`src/rtl/vga_pkg.sv`:
```
// rtl/vga_pkg.sv - shared timing presets, scan-region encoding and helpers for the VGA timing engine
package vga_pkg;

  typedef enum logic [1:0] {
    REG_SYNC   = 2'd0,
    REG_BP     = 2'd1,
    REG_ACTIVE = 2'd2,
    REG_FP     = 2'd3
  } scan_region_e;

  typedef struct packed {
    int unsigned h_active;
    int unsigned h_fp;
    int unsigned h_sync;
    int unsigned h_bp;
    int unsigned v_active;
    int unsigned v_fp;
    int unsigned v_sync;
    int unsigned v_bp;
    bit          hs_pol;
    bit          vs_pol;
  } vga_timing_t;

  localparam vga_timing_t VGA_640X480_60  = '{640, 16, 96, 48, 480, 10, 2, 33, 1'b0, 1'b0};
  localparam vga_timing_t VGA_800X600_60  = '{800, 40, 128, 88, 600, 1, 4, 23, 1'b1, 1'b1};
  localparam vga_timing_t VGA_1024X768_60 = '{1024, 24, 136, 160, 768, 3, 6, 29, 1'b0, 1'b0};

  function automatic int vga_total(input int sync_w, input int bp_w, input int active_w, input int fp_w);
    return sync_w + bp_w + active_w + fp_w;
  endfunction

endpackage

```
`src/rtl/vga_scan_counter.sv`:
```
// rtl/vga_scan_counter.sv - x/y scan counters, whole-frame run control and region decode
module vga_scan_counter
  import vga_pkg::*;
#(
  parameter int H_ACTIVE = 1024,
  parameter int H_FP     = 24,
  parameter int H_SYNC   = 136,
  parameter int H_BP     = 160,
  parameter int V_ACTIVE = 768,
  parameter int V_FP     = 3,
  parameter int V_SYNC   = 6,
  parameter int V_BP     = 29,
  parameter int X_W      = 11,
  parameter int Y_W      = 10
) (
  input  logic               clk,
  input  logic               rst_n,
  input  logic               en,
  output logic               running,
  output logic [X_W-1:0]     x,
  output logic [Y_W-1:0]     y,
  output scan_region_e       h_region,
  output scan_region_e       v_region,
  output logic               frame_start
);

  localparam int H_TOTAL = vga_total(H_SYNC, H_BP, H_ACTIVE, H_FP);
  localparam int V_TOTAL = vga_total(V_SYNC, V_BP, V_ACTIVE, V_FP);

  localparam logic [X_W:0] H_LAST      = (X_W+1)'(H_TOTAL - 1);
  localparam logic [X_W:0] H_BP_START  = (X_W+1)'(H_SYNC);
  localparam logic [X_W:0] H_ACT_START = (X_W+1)'(H_SYNC + H_BP);
  localparam logic [X_W:0] H_FP_START  = (X_W+1)'(H_TOTAL - H_FP);
  localparam logic [Y_W:0] V_LAST      = (Y_W+1)'(V_TOTAL - 1);
  localparam logic [Y_W:0] V_BP_START  = (Y_W+1)'(V_SYNC);
  localparam logic [Y_W:0] V_ACT_START = (Y_W+1)'(V_SYNC + V_BP);
  localparam logic [Y_W:0] V_FP_START  = (Y_W+1)'(V_TOTAL - V_FP);

  logic [X_W:0] xe;
  logic [Y_W:0] ye;
  logic         line_end;
  logic         frame_end;

  assign xe          = {1'b0, x};
  assign ye          = {1'b0, y};
  assign line_end    = (xe == H_LAST);
  assign frame_end   = line_end && (ye == V_LAST);
  assign frame_start = running && (x == '0) && (y == '0);

  // en only matters while idle or on the very last pixel of a frame
  always_ff @(posedge clk or negedge rst_n) begin
    if (!rst_n) begin
      running <= 1'b0;
      x       <= '0;
      y       <= '0;
    end else if (!running) begin
      x       <= '0;
      y       <= '0;
      running <= en;
    end else if (line_end) begin
      x <= '0;
      if (frame_end) begin
        y       <= '0;
        running <= en;
      end else begin
        y <= y + 1'b1;
      end
    end else begin
      x <= x + 1'b1;
    end
  end

  always_comb begin
    h_region = REG_FP;
    if (xe < H_BP_START)       h_region = REG_SYNC;
    else if (xe < H_ACT_START) h_region = REG_BP;
    else if (xe < H_FP_START)  h_region = REG_ACTIVE;
  end

  always_comb begin
    v_region = REG_FP;
    if (ye < V_BP_START)       v_region = REG_SYNC;
    else if (ye < V_ACT_START) v_region = REG_BP;
    else if (ye < V_FP_START)  v_region = REG_ACTIVE;
  end

endmodule

```
`src/rtl/vga_timing_engine.sv`:
```
// rtl/vga_timing_engine.sv - parametrised VGA timing generator with pixel-fetch handshake
module vga_timing_engine
  import vga_pkg::*;
#(
  parameter int H_ACTIVE  = 1024,
  parameter int H_FP      = 24,
  parameter int H_SYNC    = 136,
  parameter int H_BP      = 160,
  parameter int V_ACTIVE  = 768,
  parameter int V_FP      = 3,
  parameter int V_SYNC    = 6,
  parameter int V_BP      = 29,
  parameter bit HS_POL    = 1'b0,
  parameter bit VS_POL    = 1'b0,
  parameter int R_W       = 5,
  parameter int G_W       = 6,
  parameter int B_W       = 5,
  parameter int REQ_LEAD  = 1,
  parameter int FSYNC_CYC = 4,
  localparam int PIX_W    = R_W + G_W + B_W,
  localparam int X_W      = $clog2(vga_total(H_SYNC, H_BP, H_ACTIVE, H_FP)),
  localparam int Y_W      = $clog2(vga_total(V_SYNC, V_BP, V_ACTIVE, V_FP))
) (
  input  logic             clk,
  input  logic             rst_n,
  input  logic             en,
  input  logic [PIX_W-1:0] din,
  input  logic             din_valid,
  output logic             data_req,
  output logic             frame_sync,
  output logic             data_lock,
  output logic             underflow,
  output logic             vga_hsync,
  output logic             vga_vsync,
  output logic             vga_de,
  output logic [X_W-1:0]   pixel_x,
  output logic [Y_W-1:0]   pixel_y,
  output logic [R_W-1:0]   vga_red,
  output logic [G_W-1:0]   vga_green,
  output logic [B_W-1:0]   vga_blue
);

  localparam logic [X_W:0]   REQ_LO  = (X_W+1)'(H_SYNC + H_BP);
  localparam logic [X_W:0]   REQ_HI  = (X_W+1)'(H_SYNC + H_BP + H_ACTIVE);
  localparam logic [X_W:0]   LEAD    = (X_W+1)'(REQ_LEAD);
  localparam logic [X_W-1:0] X0      = X_W'(H_SYNC + H_BP);
  localparam logic [Y_W-1:0] Y0      = Y_W'(V_SYNC + V_BP);
  localparam int             FS_W    = $clog2(FSYNC_CYC + 1);
  localparam logic [FS_W-1:0] FS_LOAD = FS_W'(FSYNC_CYC - 1);

  logic               running;
  logic [X_W-1:0]     x;
  logic [Y_W-1:0]     y;
  scan_region_e       h_region;
  scan_region_e       v_region;
  logic               frame_start;
  logic [X_W:0]       x_lead;
  logic               line_on;
  logic               pix_on;
  logic [FS_W-1:0]    fs_cnt;

  vga_scan_counter #(
    .H_ACTIVE (H_ACTIVE),
    .H_FP     (H_FP),
    .H_SYNC   (H_SYNC),
    .H_BP     (H_BP),
    .V_ACTIVE (V_ACTIVE),
    .V_FP     (V_FP),
    .V_SYNC   (V_SYNC),
    .V_BP     (V_BP),
    .X_W      (X_W),
    .Y_W      (Y_W)
  ) u_scan (
    .clk         (clk),
    .rst_n       (rst_n),
    .en          (en),
    .running     (running),
    .x           (x),
    .y           (y),
    .h_region    (h_region),
    .v_region    (v_region),
    .frame_start (frame_start)
  );

  // the request window is the active window shifted left by the fetch latency
  assign x_lead    = {1'b0, x} + LEAD;
  assign line_on   = running && (v_region == REG_ACTIVE);
  assign pix_on    = line_on && (h_region == REG_ACTIVE);
  assign data_req  = line_on && (x_lead >= REQ_LO) && (x_lead < REQ_HI);
  assign data_lock = line_on;

  always_ff @(posedge clk or negedge rst_n) begin
    if (!rst_n) begin
      vga_hsync  <= !HS_POL;
      vga_vsync  <= !VS_POL;
      vga_de     <= 1'b0;
      pixel_x    <= '0;
      pixel_y    <= '0;
      vga_red    <= '0;
      vga_green  <= '0;
      vga_blue   <= '0;
      frame_sync <= 1'b0;
      fs_cnt     <= '0;
      underflow  <= 1'b0;
    end else if (!running) begin
      vga_hsync  <= !HS_POL;
      vga_vsync  <= !VS_POL;
      vga_de     <= 1'b0;
      pixel_x    <= '0;
      pixel_y    <= '0;
      vga_red    <= '0;
      vga_green  <= '0;
      vga_blue   <= '0;
      frame_sync <= 1'b0;
      fs_cnt     <= '0;
      underflow  <= 1'b0;
    end else begin
      vga_hsync <= (h_region == REG_SYNC) ? HS_POL : !HS_POL;
      vga_vsync <= (v_region == REG_SYNC) ? VS_POL : !VS_POL;
      vga_de    <= pix_on;
      pixel_x   <= pix_on ? (x - X0) : '0;
      pixel_y   <= pix_on ? (y - Y0) : '0;
      if (pix_on && din_valid) {vga_blue, vga_green, vga_red} <= din;
      else                     {vga_blue, vga_green, vga_red} <= '0;

      if (frame_start) begin
        frame_sync <= 1'b1;
        fs_cnt     <= FS_LOAD;
      end else if (fs_cnt != '0) begin
        frame_sync <= 1'b1;
        fs_cnt     <= fs_cnt - 1'b1;
      end else begin
        frame_sync <= 1'b0;
      end

      // a missed pixel outranks the frame-start clear
      if (pix_on && !din_valid) underflow <= 1'b1;
      else if (frame_start)     underflow <= 1'b0;
    end
  end

endmodule

```
`config.mk`:
```
export PLATFORM = sky130hd
export DESIGN_NAME = vga_timing_engine
export DESIGN_NICKNAME = d
export VERILOG_FILES = /design/src/rtl/vga_pkg.sv /design/src/rtl/vga_scan_counter.sv /design/src/rtl/vga_timing_engine.sv
export SDC_FILE = /design/constraint.sdc
export NUM_CORES = 1
export LEC_CHECK = 0
export BUFFER_PORTS_ARGS = -buffer_cell sky130_fd_sc_hd__buf_2
export CAP_MARGIN = 10
export CORE_MARGIN = 2
export CORE_UTILIZATION = 35
export CTS_BUF_LIST = sky130_fd_sc_hd__clkbuf_8 sky130_fd_sc_hd__clkbuf_16
export DETAILED_ROUTE_END_ITERATION = 10
export PLACE_DENSITY_LB_ADDON = 0.1
export SETUP_SLACK_MARGIN = 0.15
export SKIP_CTS_REPAIR_TIMING = 1
export SLEW_MARGIN = 20
export SYNTH_ARGS = -nofsm -noshare
export SYNTH_HDL_FRONTEND = slang
export SYNTH_HIERARCHICAL = 1
export SYNTH_SLANG_ARGS = --single-unit
```
`constraint.sdc`:
```
create_clock -name clk -period 2.5 [get_ports clk]
set_clock_uncertainty 0.1 [all_clocks]
set_input_delay 0.5 -clock clk [delete_from_list [all_inputs] [get_ports clk]]
set_output_delay 0.5 -clock clk [all_outputs]
set_load 0.02 [all_outputs]
```
==> Yosys cells after proc, flatten, opt, wreduce, memory -nomap -nowiden <==
Index checks and enable logic that the tools add are counted.
{ "classes": {"eq_ne": 7, "addsub": 6, "order_cmp": 8, "n_reduce_logical": 15, "mux": 38} }
{ "op_table": {"columns": ["operator", "n"], "rows": [
  ["$mux 10", 5],
  ["$mux 11", 4],
  ["$mux 5", 4],
  ["$mux 1", 16],
  ["$add 11x1->12 const B", 1],
  ["$ge 12x9->1 const B", 1],
  ["$lt 12x11->1 const B", 1],
  ["$mux 6", 2],
  ["$add 11x1->11 const B", 1],
  ["$eq 11x11->1 const B", 1],
  ["$logic_not 11->1", 1],
  ["$lt 11x11->1 const B", 1],
  ["$lt 11x8->1 const B", 1],
  ["$lt 11x9->1 const B", 1],
  ["$sub 11x9->11 const B", 1],
  ["$add 10x1->10 const B", 1],
  ["$eq 10x10->1 const B", 1],
  ["$logic_not 10->1", 1],
  ["$lt 10x10->1 const B", 1],
  ["$lt 10x3->1 const B", 1],
  ["$lt 10x6->1 const B", 1],
  ["$sub 10x6->10 const B", 1],
  ["$logic_and 1x1->1", 9],
  ["$mux 3", 3],
  ["other kinds (8)", 14]
]} }
{ "word_totals": {"ff_bits": 67, "wordCells": 88, "in_bits": 20, "out_inout_bits": 44} }

==> Depth between registers and ports, before layout <==
Gate-level depths: netlist of run 1.
{ "logic_depth": {"word_depth": 10, "depth_mapped": 12, "mapped_depth_nobuf": 9} }

==> By module <==
Netlist of run 1, hierarchy kept.
{ "by_module_without_submodules": {"columns": ["mod", "area_per_inst_um2", "n_inst", "cells_per_inst", "seq_area_each_um2"], "rows": [
  ["vga_timing_engine", 2025.7, 1, 189, 1128.6],
  ["vga_scan_counter", 1326.3, 1, 143, 550.5]
]} }

==> Least setup slack after synthesis of run 1 <==
Ideal clock, no wire load.
{ "synth_path": {"kind": "register -> output", "from": "reg u_scan.y[7]", "to": "out data_req", "required_time_ps": 1900, "arrival_ps": 2201, "setup_slack_ps": -301, "path_buffers": 0, "stages_incl_launch_ff": 7, "path_cell_list": "dfrtp_1 > nor4_1 > nor4b_1 > a22oi_1 > and3b_1 > nand4_1 > mux2i_1"} }
{ "synth_between": {"elab_chain_len": 8, "elab_cells_between_ends": 10, "cone_classes": "order compare (3); eq/ne (1); mux (3); reduce/logical (3)"} }
{ "synth_lines": {"columns": ["item", "line", "source"], "rows": [
  ["start, declared", "vga_scan_counter.sv:21", "output logic [Y_W-1:0] y,"],
  ["start signal, assigned", "vga_scan_counter.sv:66", "y <= y + 1'b1;"],
  ["$lt 10x10->1", "vga_scan_counter.sv:84", "else if (ye < V_FP_START) v_region = REG_ACTIVE;"],
  ["$mux 1", "vga_scan_counter.sv:84", null],
  ["$mux 2", "vga_scan_counter.sv:83", "else if (ye < V_ACT_START) v_region = REG_BP;"],
  ["$mux 2 *", "vga_scan_counter.sv:82", "if (ye < V_BP_START) v_region = REG_SYNC;"],
  ["named net v_region[0]", "vga_timing_engine.sv:55", "scan_region_e v_region;"],
  ["$eq 2x2->1 *", "vga_timing_engine.sv:87", "assign line_on = running && (v_region == REG_ACTIVE);"],
  ["$logic_and 1x1->1 *", "vga_timing_engine.sv:87", null],
  ["named net data_lock", "vga_timing_engine.sv:31", "output logic data_lock,"],
  ["$logic_and 1x1->1 * (2 in a row)", "vga_timing_engine.sv:89", "assign data_req = line_on && (x_lead >= REQ_LO) && (x_lead < REQ_HI);"],
  ["end, declared", "vga_timing_engine.sv:29", "output logic data_req,"]
]} }
The timed path passes the listed nets; every way through them passes the cells marked *.

==> Final worst setup path of run 1 <==
{ "layout_path": {"from": "reg u_scan.y[1]", "to": "out data_req"} }
{ "layout_between": {"elab_cells_between_ends": 10, "cone_classes": "order compare (3); eq/ne (1); mux (3); reduce/logical (3)"} }
{ "layout_lines": {"columns": ["item", "line"], "rows": [
  ["$lt 10x6->1", "vga_scan_counter.sv:83"],
  ["$mux 2", "vga_scan_counter.sv:83"],
  ["$mux 2 *", "vga_scan_counter.sv:82"],
  ["named net v_region[1]", "vga_timing_engine.sv:55"],
  ["$eq 2x2->1 *", "vga_timing_engine.sv:87"],
  ["$logic_and 1x1->1 *", "vga_timing_engine.sv:87"],
  ["$logic_and 1x1->1 * (2 in a row)", "vga_timing_engine.sv:89"]
]} }
Marked as above.

==> results of run 1 <==
-- final cells by class --
type / instances / share of cell area [%]
repair buffers: 106 / 15.4
clock inverters: 7 / 1.73
multi-input cells: 238 / 39.2
inverters: 13 / 1.30
well taps: 129 / 3.43
flip-flops and latches: 67 / 35.7
repair inverters: 3 / 0.611
clock buffers: 9 / 2.63
-- synthesized netlist by cell type, types with 2 or more instances --
| master | instances | area [sq um] |
|---|---|---|
| nand4_1 | 8 | 50.1 |
| buf_2 | 5 | 25.0 |
| nand2_1 | 19 | 71.3 |
| nor3_1 | 5 | 25.0 |
| a31o_2 | 2 | 17.5 |
| nand3_1 | 14 | 70.1 |
| mux2i_1 | 2 | 20.0 |
| dfrtp_1 | 65 | 1630 |
| xor2_1 | 4 | 35.0 |
| or3_1 | 7 | 43.8 |
| o31ai_1 | 2 | 15.0 |
| and3_1 | 22 | 138 |
| clkbuf_1 | 6 | 22.5 |
| a22o_1 | 4 | 35.0 |
| a211oi_1 | 2 | 15.0 |
| inv_1 | 12 | 45.0 |
| and2_1 | 10 | 62.6 |
| nor2b_1 | 9 | 56.3 |
| buf_4 | 2 | 15.0 |
| or4_1 | 2 | 15.0 |
| o21ai_0 | 18 | 90.1 |
| nand2b_1 | 2 | 12.5 |
| and4_1 | 4 | 35.0 |
| ha_1 | 10 | 125 |
| nor4_1 | 5 | 31.3 |
| nor2_1 | 33 | 124 |
| and3b_1 | 2 | 17.5 |
| a21oi_1 | 10 | 50.1 |
| dfstp_2 | 2 | 52.6 |
| xnor2_1 | 15 | 131 |
| a21boi_0 | 5 | 37.5 |
-- power by group --
group / internal (mW) / switching, mW / total [mW]
clock: 0.476 / 0.474 / 0.950
sequential: 1.08 / 0 / 1.08
combinational: 0.0143 / 0.0289 / 0.0432
-- layer usage --
layer  up-vias  track usage (%)  wire [microns]
met3        11             4.17             228
met5         -                0               0
met4         0             6.05             136
met2        50             27.9            4330
li1       1395                -               -
met1      1398             20.7            3880
-- worst max-delay path by stage --
stage	depth (start not counted)	slack [ps]	endpoint
final	9	-500	data_req
after global routing	9	-630	data_req
after CTS	9	-570	data_req
after detailed placement	9	-170	data_req
after global placement	9	-140	data_req
after floorplan	8	-90	data_req
-- sequential cells by signal, indices dropped and copies added (netlist names) --
register        count
frame_sync          1
vga_red             5
fs_cnt              3
vga_de              1
vga_hsync           1
u_scan/running      1
pixel_x            11
vga_green           6
vga_vsync           1
vga_blue            5
pixel_y            10
u_scan/y           10
underflow           1
u_scan/x           11
-- stage by stage --
step           utilization, %  area, sq um  std cells  setup WS [ps]  total power [mW]
2_1_floorplan               -         3410        332          -89.0              1.11
3_3_place_gp             44.2         4100        546           -140              1.15
3_5_place_dp             44.2         4100        546           -167              1.15
4_1_cts                  46.4         4310        562           -569              2.10
5_1_grt                  50.7         4710        572           -631              2.16
6_report                 50.7         4710        572           -504              2.08
-- logic make-up after synthesis --
logic type,share of synthesized area (%)
AOI/OAI and AO/OA,12.2
xor gates and xnor gates,4.96
adders and majority gates,3.73
buffers and inverters,3.47
DFF,50.1
muxes,0.933
and+or+nand+nor,24.6
==> out/results.ini, run 1 <==
[outcome]
status=finished with violations
violations=setup timing

[floorplan]
dieArea_sq_um=10400
fp.dieH_microns=102
initial_utilization_pct=36.1
dieWidth_microns=102
io_pins=64
core_area_sq_um=9280
rows=35

[routing]
vias=2854
vias_per_cell=4.99
drt-total-wl_mm=8.58
ant_nets=0
wl_per_cell_microns=15.0
drc=0
drtIter0Drc=94
first_pass_iters=4

[sta]
slew_headroom_pct=70.6
slew_viol_final=0
period_needed_ps=3000
timing_hold_violations_final=0
finalHoldWorstSlack_ps=35.2
setup_slack_ps=-504
tns_ps=-833
finalCritPeriodShare_pct=120
worstMarginPinSlew_ps=440
rsz0062_at_grt=yes
finalSetupViolCount=2
fmax_mhz=333

[finish]
n_antenna_cell=0
finalNetCount=468
final_common_cell=dfrtp_1
drive_above_1_share_pct=42.4
layout_common_cells=63 x dfrtp_1, 62 x buf_2, 33 x buf_4
multiInputGateArea_sq_um=1850
final-seq-area_sq_um=1680
syn_to_final_growth_pct=40.5
nFillCells=874

[setup_path]
r2r_cells=10
rrSetupSlack_ps=60
timing.rr.start=u_scan/x[6]$_DFF_PN0_
timing.rr.end=pixel_x[4]$_DFF_PN0_
crit_chain=ha_4, o41ai_2, nand2_1, or3_4, a22oi_2, and3b_2, nand4_1, mux2i_4, buf_6
crit_path_start=u_scan/y[1]$_DFFE_PN0P_
path_buf_inv=1
crit_required_ps=1900
crit_family=simple AND/OR/NAND/NOR gates
path_class=flip-flop to primary output
worstPathArrival_ps=2400
cp-end-kind=primary output
cpPeakStageDelay_ps=430
cp-start-kind=flip-flop
path_max_fanout=3
cp_slowest_cell=dfrtp_2

[cts]
cts_root_buf=clkbuf_8
cts_sinks=67
cts_buffers=9
clk_pin_slew_worst_paths_ps=90
insertion_delay_ps=350
cts_tree=done
cts_buffer_depth=2
htree_levels=3

[min_path]
hold_class=input port to asynchronous set/reset pin

[power]
power_density_nw_per_um2=441
power.leakage_nw=2.27
ir_worst_vdd_mv=0.208

[placement]
portBuffers=63
gp_congestion=0.800
dpl.hpwl_mm=5.68

[yosys]
synth_area_sq_um=3350
syn_avg_cell_area_sq_um=10.1
syn-instance-count=332
yosysUniqueCellTypes=55
ys_warn_count=6
ys_ff_latch=67
synthFlopType=dfrtp_1
syn_nets=362
async_flop_share_pct=100
ys_seq_area_share_pct=50.1
synth_edf_count=0

[global_routing]
grt_max_degree=68
grt_pass1_wl_mm=13.1
antenna_found_initial=0
track_usage_pct=16.6
grt_pass1_vias=2688
overflow=0

[flow_run]
maxCapViolCount=0

No activity file was read; power rests on OpenSTA's default activity.
==> run 2, diff against run 1 <==
--- a/config.mk
+++ b/config.mk
@@ -7,6 +7,8 @@
 export LEC_CHECK = 0
 export BUFFER_PORTS_ARGS = -buffer_cell sky130_fd_sc_hd__buf_2
 export CAP_MARGIN = 10
+export CELL_PAD_IN_SITES_DETAIL_PLACEMENT = 1
+export CELL_PAD_IN_SITES_GLOBAL_PLACEMENT = 1
 export CORE_MARGIN = 2
 export CORE_UTILIZATION = 35
 export CTS_BUF_LIST = sky130_fd_sc_hd__clkbuf_8 sky130_fd_sc_hd__clkbuf_16
==> out/results.ini, run 2 (synthesized netlist as in run 1, its figures left out) <==
[cts]
insertion_delay_ps=340  ; about the same
htree_levels=3  ; unchanged
cts_buffer_depth=2  ; unchanged
cts_buffers=9  ; unchanged
cts_tree=done
cts_root_buf=clkbuf_8
clk_pin_slew_worst_paths_ps=80  ; about the same
cts_sinks=67  ; unchanged

[setup_path]
worstPathArrival_ps=2380  ; -20 ps
cp_slowest_cell=dfrtp_2
path_buf_inv=1  ; unchanged
cpPeakStageDelay_ps=430  ; about the same
cp-start-kind=flip-flop
crit_required_ps=1900  ; about the same
crit_chain=ha_4, o41ai_2, nand2_1, or3_4, a22oi_2, and3b_2, nand4_1, mux2i_4, buf_6
cp-end-kind=primary output
crit_family=simple AND/OR/NAND/NOR gates
rrSetupSlack_ps=80  ; +20 ps
path_class=flip-flop to primary output
timing.rr.end=pixel_y[5]$_DFF_PN0_
timing.rr.start=u_scan/x[4]$_DFF_PN0_
path_max_fanout=3  ; unchanged
r2r_cells=9  ; -1

[finish]
layout_common_cells=62 x dfrtp_1, 62 x buf_2, 38 x buf_4
final-seq-area_sq_um=1680  ; about the same
reg_top3=pixel_x x11, u_scan/x x11
finalInstanceArea_sq_um=4330  ; -8.2%
finalNetCount=462  ; -1.3%
n_antenna_cell=0  ; unchanged
nFillCells=1095  ; +25%
multiInputGateArea_sq_um=1610  ; -13%
fin_util_pct=46.6  ; -4.1 points
syn_to_final_growth_pct=29.1
drive_above_1_share_pct=32.7  ; -9.7 points

[routing]
wl_per_cell_microns=15.6  ; +4.0%
vias_per_cell=5.11  ; +2.4%
drtIter0Drc=99  ; +5.3%
vias=2891  ; +1.3%
first_pass_iters=4  ; unchanged
drt-total-wl_mm=8.83  ; +2.9%
ant_nets=0  ; unchanged
drc=0  ; unchanged

[floorplan]
dieWidth_microns=102  ; unchanged
fp.dieH_microns=102  ; unchanged
initial_utilization_pct=36.1  ; unchanged
dieArea_sq_um=10400  ; unchanged
rows=35  ; unchanged
core_area_sq_um=9280  ; unchanged
io_pins=64  ; unchanged

[sta]
finalHoldWorstSlack_ps=87.2  ; +52.0 ps
timing_hold_violations_final=0  ; unchanged
period_needed_ps=2980  ; -28.3 ps
worstMarginPinSlew_ps=669  ; +229 ps
rsz0062_at_grt=yes
finalCritPeriodShare_pct=119  ; -1.1 points
finalSetupViolCount=2  ; unchanged
setup_slack_ps=-475  ; +28.3 ps
slew_viol_final=0  ; unchanged
slew_headroom_pct=55.4  ; -15 points
fmax_mhz=336  ; +0.95%

[power]
power_density_nw_per_um2=446  ; +1.1%
total_power_mw=1.93  ; -7.1%
power.leakage_nw=2.21  ; -2.9%
ir_worst_vdd_mv=0.247  ; +19%

[global_routing]
grt_pass1_wl_mm=14.7  ; +12%
overflow=0  ; unchanged
antenna_found_initial=0  ; unchanged
grt_pass1_vias=2910  ; +8.3%
grt_max_degree=27  ; -60%
track_usage_pct=18.2  ; +1.6 points

[outcome]
violations=setup timing
status=finished with violations

[min_path]
hold_class=input port to asynchronous set/reset pin

[flow_run]
maxCapViolCount=0  ; unchanged

[placement]
dpl.hpwl_mm=6.47  ; +14%
portBuffers=63  ; unchanged
gp_congestion=0.762  ; -4.8%
place_area_sq_um=4140  ; +0.85%
pre_cts_ws_ps=-198  ; -30.8 ps

[run 2: cell types whose count changed in the layout (fill, tap and decap cells not counted), moves of 4 or more]
cell	delta
buf_4	+5
nor2_1	+13
and3_4	-16
inv_6	-6
buf_6	-5
clkinv_2	+4
and3_1	+16
nor2_4	-14
and2_4	-4
and2_1	+4
[run 2: cell type report]
cell class                      count  share of cell area (%)
Sequential cell                    67                    38.9
Multi-Input combinational cell    238                    37.3
Timing Repair Buffer              103                    15.0
Tap cell                          129                    3.73
Clock buffer                        9                    2.86
Inverter                           13                    1.24
Clock inverter                      7                    1.04
[run 2: how the worst max path moves through the flow]
stage                             from  endpoint  slack [ps]  depth (start not counted)
2_1_floorplan  u_scan/y[1]$_DFFE_PN0P_  data_req         -90                          8
3_3_place_gp   u_scan/y[1]$_DFFE_PN0P_  data_req        -150                          9
3_5_place_dp   u_scan/y[1]$_DFFE_PN0P_  data_req        -200                          9
4_1_cts        u_scan/y[1]$_DFFE_PN0P_  data_req        -580                          9
5_1_grt        u_scan/y[1]$_DFFE_PN0P_  data_req        -560                          9
6_report       u_scan/y[1]$_DFFE_PN0P_  data_req        -480                          9
[run 2: worst reg2reg max path: stages (launching register included)]
cell and delay [ps]:
dfrtp_1 380, buf_4 180, or4_1 440, a211oi_1 230
o21ai_0 100, nor2b_1 160, nand3_1 90, or2_1 280
buf_4 200, nor3_1 190
[run 2: routing by layer]
layer	vias up	routed length (microns)	global-route usage (%)
met3	9	447	3.35
met1	1428	4350	25.9
met2	72	3930	28.1
li1	1382	-	-
met4	0	97	5.85
met5	-	0	0
[run 2: power by group]
part | switching, mW | internal, mW | leakage [nW]
registers | 0 | 1.08 | 0.904
logic | 0.0284 | 0.0158 | 1.21
clock network | 0.446 | 0.356 | 0.0887
[run 2: per-stage QoR]
stage	cells	setup TNS (ps)
global placement	549	-151
finish	566	-778
floorplan	332	-89.0
detailed placement	549	-198
CTS	565	-947
global route	566	-2280
==> run 3, diff against run 2 <==
--- a/config.mk
+++ b/config.mk
@@ -9,6 +9,7 @@
 export CAP_MARGIN = 10
 export CELL_PAD_IN_SITES_DETAIL_PLACEMENT = 1
 export CELL_PAD_IN_SITES_GLOBAL_PLACEMENT = 1
+export CORE_ASPECT_RATIO = 0.8
 export CORE_MARGIN = 2
 export CORE_UTILIZATION = 35
 export CTS_BUF_LIST = sky130_fd_sc_hd__clkbuf_8 sky130_fd_sc_hd__clkbuf_16
==> out/results.ini, run 3 (synthesized netlist as in run 1, its figures left out) <==
[finish]
syn_to_final_growth_pct=31.9
finalInstanceArea_sq_um=4420  ; +2.2%
finalNetCount=457  ; -1.1%
layout_common_cells=62 x dfrtp_1, 61 x buf_2, 33 x nor2_1, 33 x buf_4, 22 x and3_1
reg_top3=pixel_x x11, u_scan/x x11
final_common_cell=dfrtp_1
drive_above_1_share_pct=31.9  ; -0.78 points
n_antenna_cell=0  ; unchanged

[setup_path]
crit_required_ps=1900  ; about the same
crit_chain=ha_4, o41ai_2, nand2_1, or3_4, a22oi_2, and3b_2, nand4_1, mux2i_4, buf_6
cp-start-kind=flip-flop
cp-end-kind=primary output
cpPeakStageDelay_ps=420  ; about the same
path_max_fanout=3  ; unchanged
worstPathArrival_ps=2420  ; +40 ps
cp_slowest_cell=dfrtp_2
path_class=flip-flop to primary output

[routing]
first_pass_iters=4  ; unchanged
drtIter0Drc=121  ; +22%
wl_per_cell_microns=16.5  ; +5.7%
drc=0  ; unchanged
ant_nets=0  ; unchanged
vias_per_cell=5.23  ; +2.4%
drt-total-wl_mm=9.01  ; +2.1%
vias=2861  ; -1.0%

[sta]
finalCritPeriodShare_pct=121  ; +1.8 points
period_needed_ps=3020  ; +44.5 ps
setup_slack_ps=-520  ; -44.5 ps
slew_viol_final=0  ; unchanged
finalSetupViolCount=2  ; unchanged
worstMarginPinSlew_ps=448  ; -221 ps
rsz0062_at_grt=yes
timing_hold_violations_final=0  ; unchanged
fmax_mhz=331  ; -1.5%
slew_headroom_pct=70.1  ; +15 points
finalHoldWorstSlack_ps=68.6  ; -18.6 ps

[outcome]
violations=setup timing
status=finished with violations

[power]
total_power_mw=2.48  ; +28%
power_density_nw_per_um2=560  ; +26%
power_frac_seq_pct=43.8  ; -12 points
internal_power_mw=1.97  ; +35%
combPwrFrac_pct=1.7  ; -0.6 points
ir_worst_vdd_mv=0.345  ; +40%
p_sw_share_pct=20.5  ; -4.1 points
power.leakage_nw=2.25  ; +1.9%
p_clk_share_pct=54.5  ; +13 points
p_sw_mw=0.508  ; +7.2%

[global_routing]
track_usage_pct=18.5  ; +0.30 points
antenna_found_initial=0  ; unchanged
grt_pass1_wl_mm=15.0  ; +1.9%
grt_max_degree=68  ; +150%
grt_pass1_vias=2869  ; -1.4%
overflow=0  ; unchanged

[cts]
clk_pin_slew_worst_paths_ps=50  ; -30 ps
cts_tree=done
cts_buffer_depth=2  ; unchanged
insertion_delay_ps=340  ; about the same
htree_levels=3  ; unchanged
cts_buffers=9  ; unchanged
cts_sinks=67  ; unchanged
cts_root_buf=clkbuf_16

[floorplan]
fp.dieH_microns=91.5  ; -10%
core_area_sq_um=9190  ; -0.98%
rows=31  ; -11%
dieWidth_microns=113  ; +11%
io_pins=64  ; unchanged
initial_utilization_pct=36.5  ; +0.36 points
dieArea_sq_um=10400  ; about the same

[placement]
place_area_sq_um=4070  ; -1.6%
gp_congestion=0.772  ; +1.2%
portBuffers=63  ; unchanged
pre_cts_ws_ps=-241  ; -43.2 ps
dpl.hpwl_mm=6.47  ; +0.11%

[flow_run]
maxCapViolCount=0  ; unchanged

[min_path]
hold_class=input port to asynchronous set/reset pin

==> run 3: cell types whose count changed in the layout (fill, tap and decap cells not counted), sizes merged <==
cell    change
bufinv      +2
inv         +2
clkinv      -4
buf         -5
==> run 3: layout make-up <==
cell class	instances	area, sq um
Fill cell	1042	4770
Sequential cell	67	1680
Multi-Input combinational cell	238	1620
Timing Repair Buffer	98	607
Clock buffer	9	225
Tap cell	115	144
Clock inverter	7	93.8
Inverter	13	51.3
==> run 3: power groups by stage <==
stage	clock network (mW)	logic, mW	registers [mW]
5_1_grt	1.44	0.0482	1.08
3_5_place_dp	0	0.0439	1.10
4_1_cts	1.39	0.0446	1.08
6_report	1.35	0.0415	1.09
2_1_floorplan	0	0.00184	1.10
3_3_place_gp	0	0.0442	1.10
==> run 3: metrics by stage <==
step	instances	util, %	setup TNS (ps)
2_1_floorplan	332	-	-89.0
5_1_grt	547	48.1	-1130
6_report	547	48.1	-954
3_3_place_gp	530	44.3	-187
3_5_place_dp	530	44.3	-269
4_1_cts	546	47.7	-1040
==> run 3: routing by layer <==
metal | up-vias | global-route usage [%] | share of wire, %
met4 | 0 | 6.10 | 1.3
met5 | - | 0 | 0
met1 | 1420 | 26.5 | 51
met3 | 10 | 4.61 | 4.6
li1 | 1368 | - | -
met2 | 63 | 27.2 | 43
==> run 3: path summary, 6_finish.rpt <==
kind	slack (ps)	depth (start not counted)	endpoint	startpoint
max reg2reg	140	8	pixel_y[5]$_DFF_PN0_	u_scan/x[3]$_DFF_PN0_
min	70	2	pixel_x[8]$_DFF_PN0_	rst_n
max in group asynchronous	1890	2	vga_hsync$_DFF_PN1_	rst_n
min in group clk	250	2	u_scan/running$_DFF_PN0_	en
max	-520	9	data_req	u_scan/y[1]$_DFFE_PN0P_
min reg2reg	470	2	underflow$_DFFE_PN0P_	underflow$_DFFE_PN0P_
==> run 3: critical path, delay by kind of cell (launching register included) <==
kind	cells	cell delay [ps]
and+or+nand+nor	4	850
AOI/OAI and AO/OA	2	420
DFF	1	420
adders and majority gates	1	170
buffers and inverters	1	140
muxes	1	80
